[src/rtl/tcs_pkg.sv]
// Shared encodings for the TCS3200 channel scanner: filter pin codes, FSM states
// and the channel scan order.
package tcs_pkg;

  localparam logic [1:0] FLT_RED   = 2'b00;
  localparam logic [1:0] FLT_BLUE  = 2'b01;
  localparam logic [1:0] FLT_CLEAR = 2'b10;
  localparam logic [1:0] FLT_GREEN = 2'b11;

  localparam logic [1:0] SCALE_OFF = 2'b00;

  localparam logic [1:0] ST_IDLE   = 2'd0;
  localparam logic [1:0] ST_SETTLE = 2'd1;
  localparam logic [1:0] ST_GATE   = 2'd2;
  localparam logic [1:0] ST_STORE  = 2'd3;

  // Scan order; the numeric value doubles as the shadow register index.
  typedef enum logic [1:0] {
    CH_RED   = 2'd0,
    CH_BLUE  = 2'd1,
    CH_GREEN = 2'd2,
    CH_CLEAR = 2'd3
  } chan_e;

  function automatic logic [1:0] chan_filter(input chan_e ch);
    logic [1:0] code;
    case (ch)
      CH_RED:   code = FLT_RED;
      CH_BLUE:  code = FLT_BLUE;
      CH_GREEN: code = FLT_GREEN;
      default:  code = FLT_CLEAR;
    endcase
    return code;
  endfunction

endpackage

[src/rtl/tcs_edge_sync.sv]
// Two-flop synchronizer for the sensor OUT pin followed by a rising-edge detector.
// A pin edge sampled on one clock shows up as a counted edge two clocks later.
module tcs_edge_sync
  import tcs_pkg::*;
(
  input  logic clk_i,
  input  logic rst_i,
  input  logic async_in_i,
  output logic edge_pulse_o
);

  // [0],[1] synchronize; [2] holds the previous synchronized level for edge detect.
  logic [2:0] sync_q;
  logic [2:0] sync_d;

  assign sync_d = {sync_q[1:0], async_in_i};

  always_ff @(posedge clk_i) begin
    if (rst_i) begin
      sync_q <= '0;
    end else begin
      sync_q <= sync_d;
    end
  end

  assign edge_pulse_o = sync_q[1] & ~sync_q[2];

endmodule

[src/rtl/tcs_channel_scanner.sv]
// TCS3200 front-end: steps the photodiode filter through RED, BLUE, GREEN, CLEAR and
// counts sensor edges in a fixed gate window per channel, publishing a full frame at once.
//
// state  | meaning
// IDLE   | sensor disabled, waiting for run
// SETTLE | filter just changed, edges ignored
// GATE   | counting synchronized rising edges
// STORE  | latch count into channel shadow; publish frame after CLEAR
module tcs_channel_scanner
  import tcs_pkg::*;
#(
  parameter int         GATE_CYCLES   = 1_000_000,
  parameter int         SETTLE_CYCLES = 10_000,
  parameter int         CNT_W         = 20,
  parameter logic [1:0] SCALE_SEL     = 2'b11
) (
  input  logic             clk_i,
  input  logic             rst_i,
  input  logic             run_i,
  input  logic             sensor_freq_i,
  output logic [1:0]       scale_o,
  output logic [1:0]       filter_o,
  output logic             enf_o,
  output logic [CNT_W-1:0] red_cnt_o,
  output logic [CNT_W-1:0] blue_cnt_o,
  output logic [CNT_W-1:0] green_cnt_o,
  output logic [CNT_W-1:0] clear_cnt_o,
  output logic             frame_valid_o
);

  localparam int MAX_CYC = (GATE_CYCLES > SETTLE_CYCLES) ? GATE_CYCLES : SETTLE_CYCLES;
  localparam int TMR_W   = $clog2(MAX_CYC) + 1;

  localparam logic [TMR_W-1:0] GATE_LOAD   = TMR_W'(GATE_CYCLES - 1);
  localparam logic [TMR_W-1:0] SETTLE_LOAD = TMR_W'(SETTLE_CYCLES - 1);
  localparam logic [CNT_W-1:0] CNT_MAX     = '1;

  logic edge_pulse;

  tcs_edge_sync u_edge_sync (
    .clk_i        (clk_i),
    .rst_i        (rst_i),
    .async_in_i   (sensor_freq_i),
    .edge_pulse_o (edge_pulse)
  );

  logic [1:0]                 state_q,  state_d;
  chan_e                      ch_q,     ch_d;
  logic [TMR_W-1:0]           tmr_q,    tmr_d;
  logic [CNT_W-1:0]           cnt_q,    cnt_d;
  logic [3:0][CNT_W-1:0]      shd_q,    shd_d;
  logic [1:0]                 scale_q,  scale_d;
  logic [1:0]                 filter_q, filter_d;
  logic                       enf_q,    enf_d;
  logic [CNT_W-1:0]           red_q,    red_d;
  logic [CNT_W-1:0]           blue_q,   blue_d;
  logic [CNT_W-1:0]           green_q,  green_d;
  logic [CNT_W-1:0]           clear_q,  clear_d;
  logic                       fv_q,     fv_d;

  always_comb begin
    state_d  = state_q;
    ch_d     = ch_q;
    tmr_d    = tmr_q;
    cnt_d    = cnt_q;
    shd_d    = shd_q;
    scale_d  = scale_q;
    filter_d = filter_q;
    enf_d    = enf_q;
    red_d    = red_q;
    blue_d   = blue_q;
    green_d  = green_q;
    clear_d  = clear_q;
    fv_d     = 1'b0;

    case (state_q)
      ST_IDLE: begin
        enf_d   = 1'b0;
        scale_d = SCALE_OFF;
        if (run_i) begin
          // Fresh shadows so an aborted frame can never leak into the next one.
          state_d  = ST_SETTLE;
          ch_d     = CH_RED;
          filter_d = FLT_RED;
          enf_d    = 1'b1;
          scale_d  = SCALE_SEL;
          tmr_d    = SETTLE_LOAD;
          shd_d    = '0;
        end
      end

      ST_SETTLE: begin
        if (tmr_q == '0) begin
          state_d = ST_GATE;
          tmr_d   = GATE_LOAD;
          cnt_d   = '0;
        end else begin
          tmr_d = tmr_q - 1'b1;
        end
      end

      ST_GATE: begin
        if (edge_pulse && (cnt_q != CNT_MAX)) begin
          cnt_d = cnt_q + 1'b1;
        end
        if (tmr_q == '0) begin
          state_d = ST_STORE;
        end else begin
          tmr_d = tmr_q - 1'b1;
        end
      end

      ST_STORE: begin
        shd_d[ch_q] = cnt_q;
        if (ch_q == CH_CLEAR) begin
          red_d   = shd_q[CH_RED];
          blue_d  = shd_q[CH_BLUE];
          green_d = shd_q[CH_GREEN];
          clear_d = cnt_q;
          fv_d    = 1'b1;
        end
        if (run_i) begin
          state_d  = ST_SETTLE;
          ch_d     = chan_e'(ch_q + 2'd1);
          filter_d = chan_filter(chan_e'(ch_q + 2'd1));
          tmr_d    = SETTLE_LOAD;
        end else begin
          state_d  = ST_IDLE;
          filter_d = FLT_RED;
          enf_d    = 1'b0;
          scale_d  = SCALE_OFF;
        end
      end

      default: state_d = ST_IDLE;
    endcase
  end

  always_ff @(posedge clk_i) begin
    if (rst_i) begin
      state_q  <= ST_IDLE;
      ch_q     <= CH_RED;
      tmr_q    <= '0;
      cnt_q    <= '0;
      shd_q    <= '0;
      scale_q  <= SCALE_OFF;
      filter_q <= FLT_RED;
      enf_q    <= 1'b0;
      red_q    <= '0;
      blue_q   <= '0;
      green_q  <= '0;
      clear_q  <= '0;
      fv_q     <= 1'b0;
    end else begin
      state_q  <= state_d;
      ch_q     <= ch_d;
      tmr_q    <= tmr_d;
      cnt_q    <= cnt_d;
      shd_q    <= shd_d;
      scale_q  <= scale_d;
      filter_q <= filter_d;
      enf_q    <= enf_d;
      red_q    <= red_d;
      blue_q   <= blue_d;
      green_q  <= green_d;
      clear_q  <= clear_d;
      fv_q     <= fv_d;
    end
  end

  assign scale_o       = scale_q;
  assign filter_o      = filter_q;
  assign enf_o         = enf_q;
  assign red_cnt_o     = red_q;
  assign blue_cnt_o    = blue_q;
  assign green_cnt_o   = green_q;
  assign clear_cnt_o   = clear_q;
  assign frame_valid_o = fv_q;

endmodule

[config.mk]
export PLATFORM = sky130hd
export DESIGN_NAME = tcs_channel_scanner
export DESIGN_NICKNAME = d
export VERILOG_FILES = /design/src/rtl/tcs_pkg.sv /design/src/rtl/tcs_edge_sync.sv /design/src/rtl/tcs_channel_scanner.sv
export SDC_FILE = /design/constraint.sdc
export NUM_CORES = 1
export LEC_CHECK = 0
export ABC_AREA = 1
export ABC_CLOCK_PERIOD_IN_PS = 2040
export BUFFER_PORTS_ARGS = -buffer_cell sky130_fd_sc_hd__buf_2
export CORE_ASPECT_RATIO = 0.75
export CORE_UTILIZATION = 50
export DETAILED_ROUTE_END_ITERATION = 8
export PLACE_DENSITY = 0.7
export SLEW_MARGIN = 20
export SYNTH_ARGS = -nofsm -noshare
export SYNTH_HDL_FRONTEND = slang
export SYNTH_HIERARCHICAL = 1
export SYNTH_SLANG_ARGS = --single-unit
export TNS_END_PERCENT = 10
[constraint.sdc]
create_clock -name clk_i -period 2.04 [get_ports clk_i]
set_clock_uncertainty 0.05 [all_clocks]
set_input_delay 0.204 -clock clk_i [delete_from_list [all_inputs] [get_ports clk_i]]
set_output_delay 0.204 -clock clk_i [all_outputs]
set_load 0.02 [all_outputs]
* Word-level counts from Yosys, hierarchy flattened
Index checks and enable logic that the tools add are counted.
** Word-level totals
- Register bits :: 214
- Output and inout port bits :: 86
- Input port bits :: 4
- Word-level logic and storage cells :: 86
** Operators by class
- Bitwise operators :: 3
- Muxes and demuxes :: 30
- Add/subtract/negate cells :: 3
- Equality and inequality tests :: 15
- Reduce and logical (&&, ||, !) cells :: 16
- Order comparisons :: 2
** Operators by type and width (count)
- $pmux 80 s2 :: 1
- $bwmux 80 :: 1
- $mux 80 :: 1
- $mux 21 :: 3
- $pmux 21 s3 :: 1
- $mux 20 :: 3
- $demux 20 s2 :: 1
- $pmux 20 s2 :: 1
- $logic_not 21->1 :: 1
- $sub 21x1->21 const B :: 1
- $add 20x1->20 const B :: 1
- $ne 20x20->1 const B :: 1
- $mux 2 :: 8
- $ne 2x2->1 const B :: 7
- $pmux 2 s2 :: 3
- $reduce_and 3->1 :: 3
- $eq 2x2->1 const B :: 4
- $pmux 2 s4 :: 1
- $reduce_and 2->1 :: 4
- $pmux 2 s3 :: 1
- $eq 2x1->1 const B :: 2
- $logic_not 2->1 :: 2
- $mux 1 :: 4
- $reduce_bool 2->1 :: 2
- 9 further kinds :: 12

* Longest topological paths before layout
Gate-level depths: netlist (run 1).
- Word-level depth :: 6
- Depth in mapped cells :: 12
- Depth with buffers taken out :: 11

* Hierarchy
The synthesis (run 1) kept the hierarchy.
** By module, submodules not included
- tcs_channel_scanner :: area each 8202.9 um2, cells an instance 1172, times used 1
- tcs_edge_sync :: area each 86.3 um2, cells an instance 10, times used 1

* Worst setup path before layout (run 1)
Ideal clock, no wire load.
- Path kind :: reg-to-reg
- Start point :: register state_q[0]
- End point :: register tmr_q[1]
- Setup slack :: 0.222 ns
- Stages on the path, launching flop included :: 9
- Arrival time :: 1.651 ns
- Period minus slack after synthesis :: 1.818 ns
- Path through :: dfxtp_1 inv_1 ha_1 or2_2 nand2_4 inv_2 buf_2 o21ai_0 nor2_1
** Between the ends
- Word-level cells in the longest chain between the ends :: 4
- Elaborated cells on any way between the ends :: 9
- Classes of those cells :: 5 x eq/ne; 1 x mux; 3 x reduce/logical
** RTL lines
- from (decl) :: line tcs_channel_scanner.sv:47 : logic [1:0] state_q, state_d;
- from (signal assigned) :: line tcs_channel_scanner.sv:155 : state_q <= state_d;
- $eq 2x2->1 / $logic_not 2->1 (equally long branches) :: line tcs_channel_scanner.sv:76 : case (state_q)
- $reduce_or 2->1 (no line)
- $ne 2x1->1 (no line)
- $reduce_and 2->1 (no line)
- to (signal assigned) :: line tcs_channel_scanner.sv:157 : tmr_q <= tmr_d;
- to (decl) :: line tcs_channel_scanner.sv:49 : logic [TMR_W-1:0] tmr_q, tmr_d;
Several ways; a longest one is shown, not always the timed one.
A chain may end at the register's enable or synchronous reset.

* Worst setup path after layout (run 1)
- Start point :: register state_q[1]
- End point :: register tmr_q[11]
The elaborated chain is that of the path after synthesis.

==> impl_metrics.toml, run 1 <==
[power]
power.total_w = 0.0113
p_leak_nw = 3.93
power.density_mw_per_mm2 = 1150
vdd_drop_max_uv = 550

[synth]
muxShareOfSynthArea_pct = 0
synth_xor_area_share_pct = 1.37
yosysTopAreaCell = "dfxtp_1"
synth_top_area_share_pct = 46.4
ys_warn_count = 6
synth_fp_nets = 1198
synthTopCellsByArea = "dfxtp_1, nand2_1, nor2_1"
synth_ff_type = "dfxtp_1"
synth_area_mm2 = 0.00829
synth_edf_count = 0
async_flop_share_pct = 0
synth-simple-area-share_pct = 30.9
synth_top_family_by_area = "simple AND/OR/NAND/NOR gates"
ys_seq_elements = 192
ys_types = 33
synth-compound-area-share_pct = 13.2
syn_inst = 1182
synth-seq-area-share_pct = 46.4
syn_area_per_cell_um2 = 7.01
synth_fa_ha_area_share_pct = 1.81

[final_layout]
final_layout_size_suffix_gt1_share_pct = 16.5
final_util_pct = 61.0
area_delta_synth_final_pct = 18.6
fin_area_mm2 = 0.00983
n_antenna_cell = 0
nets = 1298

[sta]
finalCritPeriodShare_pct = 92.3
grt_setup_unrepaired = "false"
tightest_slew_ps = 492
hold_slack_ps = 95.7
max_freq_mhz = 531
period_needed_ps = 1880
slew_headroom_pct = 66.9
setup_tns_ps = 0
finalHoldViolations = 0
setup_viol = 0
drv_slew = 0

[placement]
io_buffers = 89
dp_hpwl_um = 15200
dpl_cell_area_mm2 = 0.00916
gp_congestion = 0.917

[routing]
drtPass1Iterations = 5
drc_errors = 0
wirelength_um = 22100
ant_nets = 0
wl_per_cell_um = 14.7
vias = 7940
drt-initial-drc-count = 702
vias_per_cell = 5.28

[floorplan]
io_pins = 90
initial_core_util_pct = 51.4
core_area_mm2 = 0.0161
die-width_um = 151
fp.dieH_um = 114
dieArea_mm2 = 0.0171
rows = 40

[clock_network]
numCtsBuffers = 17
root_buffer = "clkbuf_16"
cts_buffer_depth = 2
clkLatencyLatePin_ps = 440
clk_pin_slew_ps = 70
cts_sinks = 192
tritoncts = "done"
htreeDepth = 4

[hold_path]
hold_depth = 3
hold_class = "in -> reg"
hold_end = "scale_o[0]"
worstHoldStart = "run_i"

[worst_setup_path]
cp.arrival_ps = 2210
critPathCaptureType = "flip-flop"
regToRegSetupSlack_ps = 160
critical_path_class = "reg -> reg"
crit_required_ps = 2360
critical_path_peak_fanout = 18
r2r-end = "tmr_q[11]"
rr_worst_depth = 8
r2r_start = "state_q[1]"
start_kind = "flip-flop"

[global_routing]
antenna_found_initial = 0
grt_pass1_vias = 7096
grt_pass1_wl_um = 35400
grt_usage_pct = 26.6
grt_start_max_net_pins = 82
gr-total-overflow = 0

[run]
max_cap_viol_count = 0

[run_status]
outcome = "completed"
-- where the power goes --
group | total, W | internal, W | switching [W]
sequential | 0.00413 | 0.00393 | 0.000208
clock | 0.00342 | 0.00185 | 0.00158
combinational | 0.00373 | 0.00121 | 0.00252
-- layout make-up --
class,count,area (µm²)
repair buffers,145,918
flip-flops and latches,192,3840
well taps,210,263
clock inverters,15,174
inverters,69,262
clock buffers,17,425
multi-input cells,857,3940
fillers,1540,6280
-- cells in the final DEF, fill, tap and decap left out, types with 5 or more instances in the layout --
cell and instances:
nand2_1 267, nor2_1 227, nand4_1 8, xor2_1 10, nor2_2 8, buf_4 51
o21ai_1 5, inv_6 6, inv_1 64, dfxtp_1 191, ha_1 12, buf_2 89
nand3_1 57, o21ai_0 107, a21oi_1 100, nand2_2 8, clkbuf_16 17, nor3_1 23
nor3_2 5
-- cells by family after synthesis --
group | Yosys count
flops | 192
compound gates | 215
xor+xnor | 13
simple gates | 617
buf+inv | 133
fa+ha+maj | 12
-- synth_stat cells (all sizes together), types with 9 or more instances --
master / number
nand2: 276
nor2: 239
dfxtp: 192
o21ai: 112
a21oi: 101
inv: 68
nand3: 60
clkbuf: 45
nor3: 28
buf: 19
ha: 12
xor2: 10
nand4: 9
-- how the worst max path moves through the flow --
stage                     cells after the start  startpoint  slack, ps   endpoint
after floorplan                               8  state_q[0]        220   tmr_q[1]
after global placement                        8  state_q[0]         60  shd_q[16]
after detailed placement                      8  state_q[0]         30  shd_q[16]
after CTS                                     8  state_q[0]          9  shd_q[33]
after global routing                          9    cnt_q[1]        0.1  cnt_q[19]
final                                         8  state_q[1]        160  tmr_q[11]
-- flip-flops by register name (all words and copies together), names as in the netlist --
register / cells
green_cnt_o: 20
scale_o: 1
red_cnt_o: 20
tmr_q: 21
shd_q: 60
frame_valid_o: 1
u_edge_sync/sync_q: 3
state_q: 2
clear_cnt_o: 20
filter_o: 2
ch_q: 2
blue_cnt_o: 20
cnt_q: 20
-- timing repair --
action,CTS,global route
setup endpoints to repair,1,89
hold endpoints to repair,1,0
buffers inserted,0,4
pin swaps,0,1
gates resized for setup,1,9
hold buffers,1,0
-- metal layers --
metal	wire (µm)	share of wire, %	global-route usage [%]	vias up
met3	1540	7.0	5.96	29
met4	365	1.7	7.53	0
met5	0	0	0	-
met1	11000	50	39.6	3657
li1	-	-	-	3986
met2	9160	42	38.4	268
-- stage by stage --
stage	instances	setup WS [ps]
finish	1505	157
detailed placement	1468	28.2
floorplan	1182	222
global route	1505	0.0999
global placement	1468	56.2
CTS	1501	9.11
-- critical path, cell delays in order (launching register included) --
cell and delay, ps:
dfxtp_1 390, inv_1 110, ha_1 340, or2_2 370, nand2_4 130, inv_4 100, nand2_1 90, nand2_1 100
a21oi_1 130
Power figures use the tool's default switching activity.
==> run 2, diff against run 1 <==
--- a/config.mk
+++ b/config.mk
@@ -11,6 +11,7 @@
 export CORE_ASPECT_RATIO = 0.75
 export CORE_UTILIZATION = 50
 export DETAILED_ROUTE_END_ITERATION = 8
+export GPL_TIMING_DRIVEN = 0
 export PLACE_DENSITY = 0.7
 export SLEW_MARGIN = 20
 export SYNTH_ARGS = -nofsm -noshare
==> run 2 against run 1 <==
Global-route usage rose by 1.3 points. First-iteration DRC count grew 6.6%. Utilization is 0.26 points higher. Combinational power increased by 3%. Design area increased by 0.43%. Critical endpoint is now shd_q[17].
==> impl_metrics.toml, run 2 (same netlist as run 1, synthesis figures left out) <==
[power]
p_leak_nw = 3.90
vdd_drop_max_uv = 673
power.density_mw_per_mm2 = 1150

[final_layout]
final_cell_mix = "nand2_1, nor2_1, dfxtp_1, o21ai_0, a21oi_1"
largest_reg_flops = 60
area_delta_synth_final_pct = 19.1
regMostFlops = "shd_q"
top_regs = "shd_q x60, tmr_q x21"
final_common_cell = "nand2_1"
fin_area_mm2 = 0.00987
fill_cells = 1538
final_layout_size_suffix_gt1_share_pct = 15.7
n_antenna_cell = 0
nets = 1308

[worst_setup_path]
crit_required_ps = 2350
critical_path_peak_fanout = 10
critical_path_class = "reg -> reg"
critPathCaptureType = "flip-flop"
startpoint = "state_q[0]"
start_kind = "flip-flop"
cp.arrival_ps = 2320
r2r_start = "state_q[0]"

[floorplan]
dieArea_mm2 = 0.0171
rows = 40
io_pins = 90
core_area_mm2 = 0.0161
fp.dieH_um = 114
initial_core_util_pct = 51.4
die-width_um = 151

[run_status]
outcome = "completed"

[routing]
vias = 8000
ant_nets = 0
wirelength_um = 23500
wl_per_cell_um = 15.5
drc_errors = 0
vias_per_cell = 5.28
drt-initial-drc-count = 748
drtPass1Iterations = 5

[placement]
io_buffers = 89
dp_hpwl_um = 16800
gp_congestion = 0.993
dpl_cell_area_mm2 = 0.00900

[global_routing]
grt_pass1_wl_um = 36600
gr-total-overflow = 0
grt_usage_pct = 27.9
grt_pass1_vias = 6918
grt_start_max_net_pins = 17
antenna_found_initial = 0

[clock_network]
clk_pin_slew_ps = 70
tritoncts = "done"
numCtsBuffers = 17
cts_sinks = 192
htreeDepth = 4
clkLatencyLatePin_ps = 440
root_buffer = "clkbuf_16"
cts_buffer_depth = 2

[sta]
drv_slew = 0
finalCritPeriodShare_pct = 98.4
grt_setup_unrepaired = "true"
slew_headroom_pct = 54.9
setup_viol = 0
max_freq_mhz = 498
period_needed_ps = 2010
tightest_slew_ps = 677
finalHoldViolations = 0
hold_slack_ps = 4.94

[hold_path]
worstHoldStart = "rst_i"
hold_class = "in -> reg"

[run]
max_cap_viol_count = 0
run 2: through the flow:
stage,util [%],std cells,setup WS (ps),setup TNS [ps],total power (W)
finish,61.3,1515,32.8,0,0.0114
global route,61.3,1515,-60.2,-197,0.0120
CTS,59.8,1514,-112,-2370,0.0111
detailed placement,55.8,1481,-379,-13310,0.00773
global placement,55.8,1481,-346,-15210,0.00769
floorplan,-,1182,222,0,0.00686
run 2: final cells by class:
class / count / area, µm² / area share (%)
multi-input combinational: 857 / 4150 / 42.0
sequential: 192 / 3850 / 39.0
timing repair buffer: 91 / 475 / 4.82
clock buffer: 21 / 450 / 4.56
buffer: 64 / 303 / 3.07
tap: 210 / 263 / 2.66
inverter: 69 / 260 / 2.64
clock inverter: 11 / 129 / 1.31
run 2: power by group:
group,internal (W),switching (W),total [W]
clock,0.00185,0.00149,0.00334
sequential,0.00393,0.000234,0.00417
combinational,0.00118,0.00267,0.00385
run 2: worst max-delay path, cell delays in order, from the launching register on:
cell	delay, ps
dfxtp_2	370
ha_1	290
inv_1	150
buf_2	290
nor3_2	510
nand2_1	110
a21oi_1	150
run 2: path summary, 6_finish.rpt:
check / endpoint / slack, ps / depth (start not counted)
setup / recovery: shd_q[17] / 30 / 6
hold / removal: u_edge_sync/sync_q[0] / 5 / 2
setup reg to reg: shd_q[17] / 30 / 6
hold reg to reg: u_edge_sync/sync_q[1] / 360 / 2
run 2: routing by layer:
layer,GRT usage (%),routed length [µm],vias up
met5,0,0,-
met4,7.20,408,0
met3,5.00,1870,31
met2,40.5,9710,317
met1,42.2,11500,3631
li1,-,-,4021
run 2: repair_timing:
action	4_1_cts	5_1_grt
hold buffers	1	0
setup buffers	0	1
endpoints found under the setup margin	143	163
hold endpoints to repair	1	0
gates cloned	0	0
resized for setup	19	72
pin swaps	0	3
